[src/rtl/tdm_demux4.sv]
// Four-slot TDM demultiplexer: gathers one strobed word per slot into shadow lanes
// and publishes a whole frame on dout once slot 3 arrives, tracking frame alignment.
module tdm_demux4 #(
  parameter int DATA_W = 1
) (
  input  logic                clk,
  input  logic                rst,
  input  logic [DATA_W-1:0]   din,
  input  logic                en,
  input  logic                frame_sync,
  output logic [4*DATA_W-1:0] dout,
  output logic                dout_valid,
  output logic [1:0]          sel,
  output logic                sync_err
);

  typedef enum logic {
    HUNT   = 1'b0,
    LOCKED = 1'b1
  } state_t;

  state_t            state;
  logic [DATA_W-1:0] lane0;
  logic [DATA_W-1:0] lane1;
  logic [DATA_W-1:0] lane2;

  // Slot 3 is never shadowed: it goes straight into dout together with lanes 0..2,
  // so dout only ever changes to a complete, single-frame word.
  always_ff @(posedge clk) begin
    if (rst) begin
      state      <= HUNT;
      sel        <= 2'd0;
      lane0      <= '0;
      lane1      <= '0;
      lane2      <= '0;
      dout       <= '0;
      dout_valid <= 1'b0;
      sync_err   <= 1'b0;
    end else begin
      dout_valid <= 1'b0;
      sync_err   <= 1'b0;
      if (en) begin
        case (state)
          HUNT: begin
            if (frame_sync) begin
              lane0 <= din;
              sel   <= 2'd1;
              state <= LOCKED;
            end
          end
          LOCKED: begin
            if (frame_sync) begin
              // A sync anywhere but slot 0 restarts the frame from this word.
              sync_err <= (sel != 2'd0);
              lane0    <= din;
              sel      <= 2'd1;
            end else begin
              case (sel)
                2'd0: begin
                  sync_err <= 1'b1;
                  state    <= HUNT;
                end
                2'd1: begin
                  lane1 <= din;
                  sel   <= 2'd2;
                end
                2'd2: begin
                  lane2 <= din;
                  sel   <= 2'd3;
                end
                default: begin
                  dout       <= {din, lane2, lane1, lane0};
                  dout_valid <= 1'b1;
                  sel        <= 2'd0;
                end
              endcase
            end
          end
          default: begin
            state <= HUNT;
            sel   <= 2'd0;
          end
        endcase
      end
    end
  end

endmodule

[config.mk]
export PLATFORM = sky130hd
export DESIGN_NAME = tdm_demux4
export DESIGN_NICKNAME = d
export VERILOG_FILES = /design/src/rtl/tdm_demux4.sv
export SDC_FILE = /design/constraint.sdc
export NUM_CORES = 1
export LEC_CHECK = 0
export CAP_MARGIN = 30
export CORE_MARGIN = 1.5
export CORE_UTILIZATION = 41
export DETAILED_ROUTE_END_ITERATION = 12
export PLACE_DENSITY = 0.81
export SYNTH_ARGS = -nofsm -noshare
export SYNTH_HDL_FRONTEND = slang
export SYNTH_SLANG_ARGS = --single-unit
[constraint.sdc]
create_clock -name clk -period 1.2 [get_ports clk]
set_input_delay 0.3 -clock clk [delete_from_list [all_inputs] [get_ports clk]]
set_output_delay 0.3 -clock clk [all_outputs]
set_load 0.005 [all_outputs]
Word-level counts from Yosys, hierarchy flattened

Index checks and enable logic that the tools add are counted.

Register bits after elaboration: 12
Bits of input ports: 5
Output and inout bits: 8
Logic and storage cells: 38

Equality and inequality tests: 4
Mux-type cells: 12
Bitwise gates (word level): 4
Reductions and logical operators: 10

Operators by type and width:

| operator             | number |
|---|---|
| $reduce_and A4 Y1    | 3 |
| $mux W1              | 7 |
| $pmux W2 S3          | 1 |
| $reduce_or A3 Y1     | 2 |
| $mux W2              | 2 |
| $not A1 Y1           | 4 |
| $pmux W2 S2          | 1 |
| $reduce_or A4 Y1     | 1 |
| $ne A3 B3 Y1 const B | 1 |
| $reduce_and A3 Y1    | 1 |
| $eq A2 B1 Y1 const B | 1 |
| $eq A2 B2 Y1 const B | 1 |
| $logic_not A2 Y1     | 1 |
| $ne A2 B2 Y1 const B | 1 |
| $pmux W1 S2          | 1 |
| $reduce_and A2 Y1    | 1 |
| $reduce_bool A2 Y1   | 1 |

Longest topological paths before layout

Gate-level depths: netlist of the first run.

Depth in word-level cells: 4
Gate-level depth with buffers: 5
Gate-level depth less buffers: 5

Least setup slack after synthesis of the first run

No wires, ideal clock.

Path type: flip-flop to flip-flop
From: reg sel[0]
To: reg sel[0]
Setup time: 0.086 ns
Arrival time: 1.142 ns
Data required time: 1.114 ns
Path slack: -0.027 ns
Cell stages (with the launch flop): 6
Buffers on the path: 0
Clock period less this slack: 1.227 ns
Cell sequence: dfxtp_1 -> inv_1 -> ha_1 -> and2b_1 -> o21ai_0 -> a211oi_1

Longest elaborated chain between the ends: 4
Elaborated cells on any way between the ends: 8
Classes of those cells: 3 x eq/ne; 3 x mux; 2 x reduce/logical

RTL lines:

| what                                       | RTL line | source |
|---|---|---|
| start, declared                            | 13       | `output logic [1:0] sel,` |
| start signal, assigned                     | 32       | `sel <= 2'd0;` |
| start signal, assigned                     | 47       | `sel <= 2'd1;` |
| start signal, assigned                     | 56       | `sel <= 2'd1;` |
| $eq A2 B2 Y1, or another cell as far along | 58       | `case (sel)` |
| $pmux W2 S3                                | 58       |  |
| $mux W2                                    | 52       | `if (frame_sync) begin` |
| $pmux W2 S2                                | 43       | `case (state)` |

Parallel ways exist; a longest one is shown, timed or not.
A chain may end at the register's enable or synchronous reset.

Final worst setup path of the first run

From: reg sel[1]
To: reg sel[1]

Same word-level chain as after synthesis.

==> flow_summary.toml, run 1 <==
[pwr]
comb_power_share = 0.140
clockPowerShare = 0.369
swShare = 0.226
power_leakage_nw = 0.442
p_seq_frac = 0.491
p_total_mw = 0.846
vdd.ir_drop.worst_v = 0.000651
internal-power_mw = 0.655
power.switching_mw = 0.191
power_density_nw_per_um2 = 929

[clock_network]
cts.clk_slew.worst_paths_ns = 0.07
clockRootBuffer = "clkbuf_4"
cts_buffer_depth = 2
clock_latency_ns = 0.27
cts_tree = "yes"
htree_num_levels = 1
clock_sinks = 12
cts_inserted_buffers = 3

[timing]
final_max_slew_viol_count = 0
worst_slack_ns = -0.0672
relSlewSlack = 0.805
finalSetupViolations = 6
period_needed_ns = 1.27
finalHoldWorstSlack_ns = 0.477
skew_ns = 0.00854
period_share = 1.06
hold_viol = 0
max_freq_ghz = 0.789
worst_slew_pin_slew_ns = 0.292
fin_tns_setup_ns = -0.130
rsz0062_at_grt = "yes"

[floorplan]
die_w_um = 39.7
ios = 13
die_area_um2 = 1570
rows = 13
core_area_um2 = 1280
die_h_um = 39.7
start_util = 0.429

[synthesis]
synth_common_cells = "dfxtp_1 (12), nor2_1 (7), mux2i_1 (6)"
synthTopCellsByArea = "dfxtp_1 (44%), ha_1 (11%), mux2i_1 (11%)"
synthFlopType = "dfxtp_1"
syn_area_um2 = 552
synth.top_cell.area_share = 0.435
syn_nets = 65
ys.warnings.count = 0
syn_inst = 55
synthArstFlopShare = 0
ys_types = 21
synth_edf_count = 0
yosysTopAreaCell = "dfxtp_1"
yosys_register_bits = 12
synth_most_common_cell = "dfxtp_1"
synth_seq_area_share = 0.435
syn_area_per_cell_um2 = 10.0

[global_routing]
grt_pass1_wl_um = 2050
antenna_found_initial = 0
grt_max_degree = 8
grtUsageTotal = 0.210
grt_pass1_vias = 481
gr-total-overflow = 0

[routing]
wl_per_cell_um = 13.6
firstDrtPassIters = 4
dr_total_vias = 498
wl_um = 1350
viasPerCell = 5.03
ant_nets = 0
drc = 0
drt_iter0_markers = 6

[setup_path]
crit_arrival_ns = 1.46
end_kind = "flip-flop"
crit_fanout = 3
worst_setup_path_start_kind = "flip-flop"
cp.required_ns = 1.39
critical_path_class = "reg2reg"

[layout]
layout-drive-gt1-share = 0.405
fin_util = 0.709
fin_nets = 95
syn_to_final_growth_pct = 65.1
antenna_cells = 0

[run]
max_cap_viol_count = 0

[status]
violations = "negative setup slack"
status = "finished with violations"

[placement]
post-dp-hpwl_um = 891
io_buffer_count = 12
pre_cts_ws_ns = -0.320
gp_congestion = 0.814

[hold_path]
min_path_type = "reg2reg"
worst paths after layout:
path / startpoint / to / slack [ns] / cells past startpoint
setup / recovery: sel[1] / sel[1] / -0.07 / 6
hold / removal: lane0 / lane0 / 0.48 / 2
setup reg to reg: sel[1] / sel[1] / -0.07 / 6
hold reg to reg: lane0 / lane0 / 0.48 / 2
placed cells by master, fill, tap and decap left out, types with 4 or more instances in the layout:
| master | count |
|---|---|
| mux2i_1 | 6 |
| dfxtp_1 | 8 |
| buf_4 | 13 |
| ha_4 | 5 |
| nor2_1 | 7 |
| dfxtp_2 | 4 |
| dlygate4sd2_1 | 9 |
power groups by stage:
stage	clock network, mW	registers, mW	logic (mW)
floorplan	0	0.422	0.0419
global placement	0	0.423	0.0936
detailed placement	0	0.423	0.0956
CTS	0.317	0.415	0.111
global route	0.341	0.417	0.128
finish	0.312	0.416	0.118
state kept, by name (all words and copies together), names as in the netlist:
register and cells:
lane0 1, dout_valid 1, state 1, sync_err 1, sel 2, dout 4, lane1 1, lane2 1
metal layers:
metal,vias up,wire length (um),share of wire,track usage
li1,254,-,-,-
met1,222,622,0.46,0.237
met2,16,623,0.46,0.332
met3,6,69,0.051,0.108
met4,0,29,0.022,0.0776
met5,-,0,0,0
through the flow:
step	std cells	area, um^2
finish	99	911
global route	99	911
CTS	98	897
detailed placement	92	764
global placement	92	764
floorplan	55	554
cell type report:
class                           instances  area (um^2)
Fill cell                              95          374
Multi-Input combinational cell         37          357
Sequential cell                        12          245
Timing Repair Buffer                   28          240
Clock buffer                            4         36.3
Tap cell                               15         18.8
Inverter                                3         13.8
critical path, cell delays in order, from the launching register on:
cell,delay [ns]
dfxtp_2,0.33
buf_6,0.12
inv_4,0.05
ha_4,0.12
and2b_1,0.20
o31a_1,0.25
a21oi_1,0.13
kinds of logic after synthesis:
family          count (synthesis)  share of synthesized area
fa+ha+maj                       5                      0.113
buf+inv                         6                     0.0680
mux                             6                      0.109
compound gates                  7                     0.0816
simple gates                   19                      0.193
flops                          12                      0.435
repair_timing:
item | 4_1_cts | 5_1_grt
pin swaps | 7 | 1
setup endpoints to repair | 18 | 11
hold buffers | 0 | 0
gates resized for setup | 31 | 2
cloned | 0 | 0
buffers inserted | 3 | 1
No activity file was read; power rests on OpenSTA's default activity.
==> inputs of run 2 (changes only) <==
- PLACE_DENSITY: 0.81 -> 0.7
- SKIP_LAST_GASP: not set -> 1
==> run 2 against run 1 <==
The flow still finishes with violations (negative setup slack). First-iteration DRC count fell by 67%. Fmax increased by 3.6%. Via count decreased by 4.2%.
==> flow_summary.toml, run 2 (synthesized netlist as in run 1, its figures left out) <==
[setup_path]
reg2reg_from = "sel[1]"
worst-path-stages = 5
critical_path_class = "reg2reg"
crit_slowest_cell = "dfxtp_4"
critPathBufInv = 1
end_kind = "flip-flop"
cp_top_family = "compound AO/OA/AOI/OAI gates"
cp.required_ns = 1.39
crit_fanout = 5
slowest_delay_ns = 0.36
path_cells = "inv_4 > ha_4 > and2b_1 > o31a_1 > a21oi_2"
r2r_end = "sel[1]"
worst_setup_path_start_kind = "flip-flop"
rr_worst_depth = 5
r2r_setup_slack_ns = -0.02
crit_arrival_ns = 1.42

[placement]
post_dp_cell_area_um2 = 764
io_buffer_count = 12
pre_cts_ws_ns = -0.387
post-dp-hpwl_um = 890
gp_congestion = 0.891

[clock_network]
hold_buffers = 0
cts.clk_slew.worst_paths_ns = 0.07
cts_inserted_buffers = 3
cts_buffer_depth = 2
clock_latency_ns = 0.27
htree_num_levels = 1
cts_tree = "yes"
clock_sinks = 12
clockRootBuffer = "clkbuf_4"

[timing]
period_share = 1.02
rsz0062_at_grt = "yes"
max_freq_ghz = 0.818
relSlewSlack = 0.798
skew_ns = 0.00865
worst_slew_pin_slew_ns = 0.303
hold_viol = 0
final_max_slew_viol_count = 0
finalSetupViolations = 3
worst_slack_ns = -0.0229
period_needed_ns = 1.22

[pwr]
power.switching_mw = 0.173
p_seq_frac = 0.550
swShare = 0.230
comb_power_share = 0.145
internal-power_mw = 0.579
power_leakage_nw = 0.440
vdd.ir_drop.worst_v = 0.000661
power_density_nw_per_um2 = 885
clockPowerShare = 0.306

[global_routing]
grt_pass1_vias = 433
grtUsageTotal = 0.183
antenna_found_initial = 0
gr-total-overflow = 0
grt_max_degree = 9
grt_pass1_wl_um = 1880

[hold_path]
hp-start = "lane0"
min_path_cells = 2
min_path_type = "reg2reg"
min_to = "lane0"

[status]
violations = "negative setup slack"
status = "finished with violations"

[floorplan]
start_util = 0.429
rows = 13
die_area_um2 = 1570
die_w_um = 39.7
core_area_um2 = 1280
ios = 13
die_h_um = 39.7

[layout]
layout_commonest_cell = "buf_4"
largest_register_ffs = 4
antenna_cells = 0
final_area_um2 = 851
seqCellArea_um2 = 246
layout-drive-gt1-share = 0.366
n_fill_cell = 102
fin_nets = 94
syn_to_final_growth_pct = 54.2
multiInputGateArea_um2 = 325
top_regs = "dout x4, sel x2"
final_cell_mix = "buf_4 (15), dfxtp_1 (9), dlygate4sd2_1 (9), nor2_1 (7), mux2i_1 (6)"
regMostFlops = "dout"

[routing]
wl_per_cell_um = 12.4
wl_um = 1210
dr_total_vias = 477
firstDrtPassIters = 2
viasPerCell = 4.92
drt_iter0_markers = 2
ant_nets = 0
drc = 0

[run]
max_cap_viol_count = 0
==> run 2: cell count changes in the layout (fill, tap and decap cells not counted) <==
cell and change:
ha_4 -3, dlymetal6s2s_1 +1, buf_6 -3, buf_4 +2, a21oi_2 +1, ha_1 +2
ha_2 +1, a21oi_1 -1, dfxtp_4 +1, clkdlybuf4s15_1 -1, dfxtp_1 +1, clkbuf_8 -1
dfxtp_2 -2
==> run 2: area by class of cell <==
type | count | area share
Clock buffer | 3 | 0.0265
Multi-Input combinational cell | 37 | 0.382
Inverter | 3 | 0.0162
Tap cell | 15 | 0.0221
Timing Repair Buffer | 27 | 0.263
Sequential cell | 12 | 0.290
==> run 2: per-stage QoR <==
| step | total power [mW] | std cells | hold WS (ns) | utilization | TNS, ns |
|---|---|---|---|---|---|
| finish | 0.753 | 97 | 0.486 | 0.662 | -0.0511 |
| global route | 0.790 | 97 | 0.495 | 0.662 | -0.352 |
| CTS | 0.757 | 98 | 0.475 | 0.646 | -0.487 |
| detailed placement | 0.522 | 92 | 0.459 | 0.595 | -3.64 |
| global placement | 0.519 | 92 | 0.457 | 0.595 | -3.49 |
| floorplan | 0.464 | 55 | 0.365 | - | 0 |
==> run 2: worst max-delay path by stage <==
| stage | from | end | slack (ns) |
|---|---|---|---|
| after floorplan | sel[0] | sel[1] | 0.01 |
| after global placement | frame_sync | dout[2] | -0.36 |
| after detailed placement | frame_sync | dout[1] | -0.39 |
| after CTS | sel[1] | sel[1] | -0.18 |
| after global routing | sel[1] | sel[1] | -0.1 |
| final | sel[1] | sel[1] | -0.02 |
==> run 2: worst reg2reg max path, delay by kind of cell, from the launching register on <==
family	cells	cell delay (ns)
flops	1	0.36
simple gates	1	0.20
fa+ha+maj	1	0.12
buf+inv	1	0.06
compound gates	2	0.41
==> run 2: power groups by stage <==
| stage | Combinational [mW] | Clock, mW | Sequential (mW) |
|---|---|---|---|
| 2_1_floorplan | 0.0419 | 0 | 0.422 |
| 3_3_place_gp | 0.0960 | 0 | 0.423 |
| 3_5_place_dp | 0.0988 | 0 | 0.423 |
| 4_1_cts | 0.103 | 0.239 | 0.415 |
| 5_1_grt | 0.117 | 0.259 | 0.414 |
| 6_report | 0.109 | 0.230 | 0.414 |
==> run 2: layer usage <==
metal | GRT usage | part of all wire | vias to the layer above
met5 | 0 | 0 | -
met1 | 0.252 | 0.52 | 220
met4 | 0 | 0 | 0
li1 | - | - | 247
met2 | 0.275 | 0.45 | 10
met3 | 0.0852 | 0.037 | 0
==> run 2: repair_timing <==
| action | in CTS | in global routing |
|---|---|---|
| endpoints found under the setup margin | 16 | 11 |
| resized for setup | 17 | 8 |
| buffers inserted | 3 | 0 |
| pin swaps | 5 | 3 |
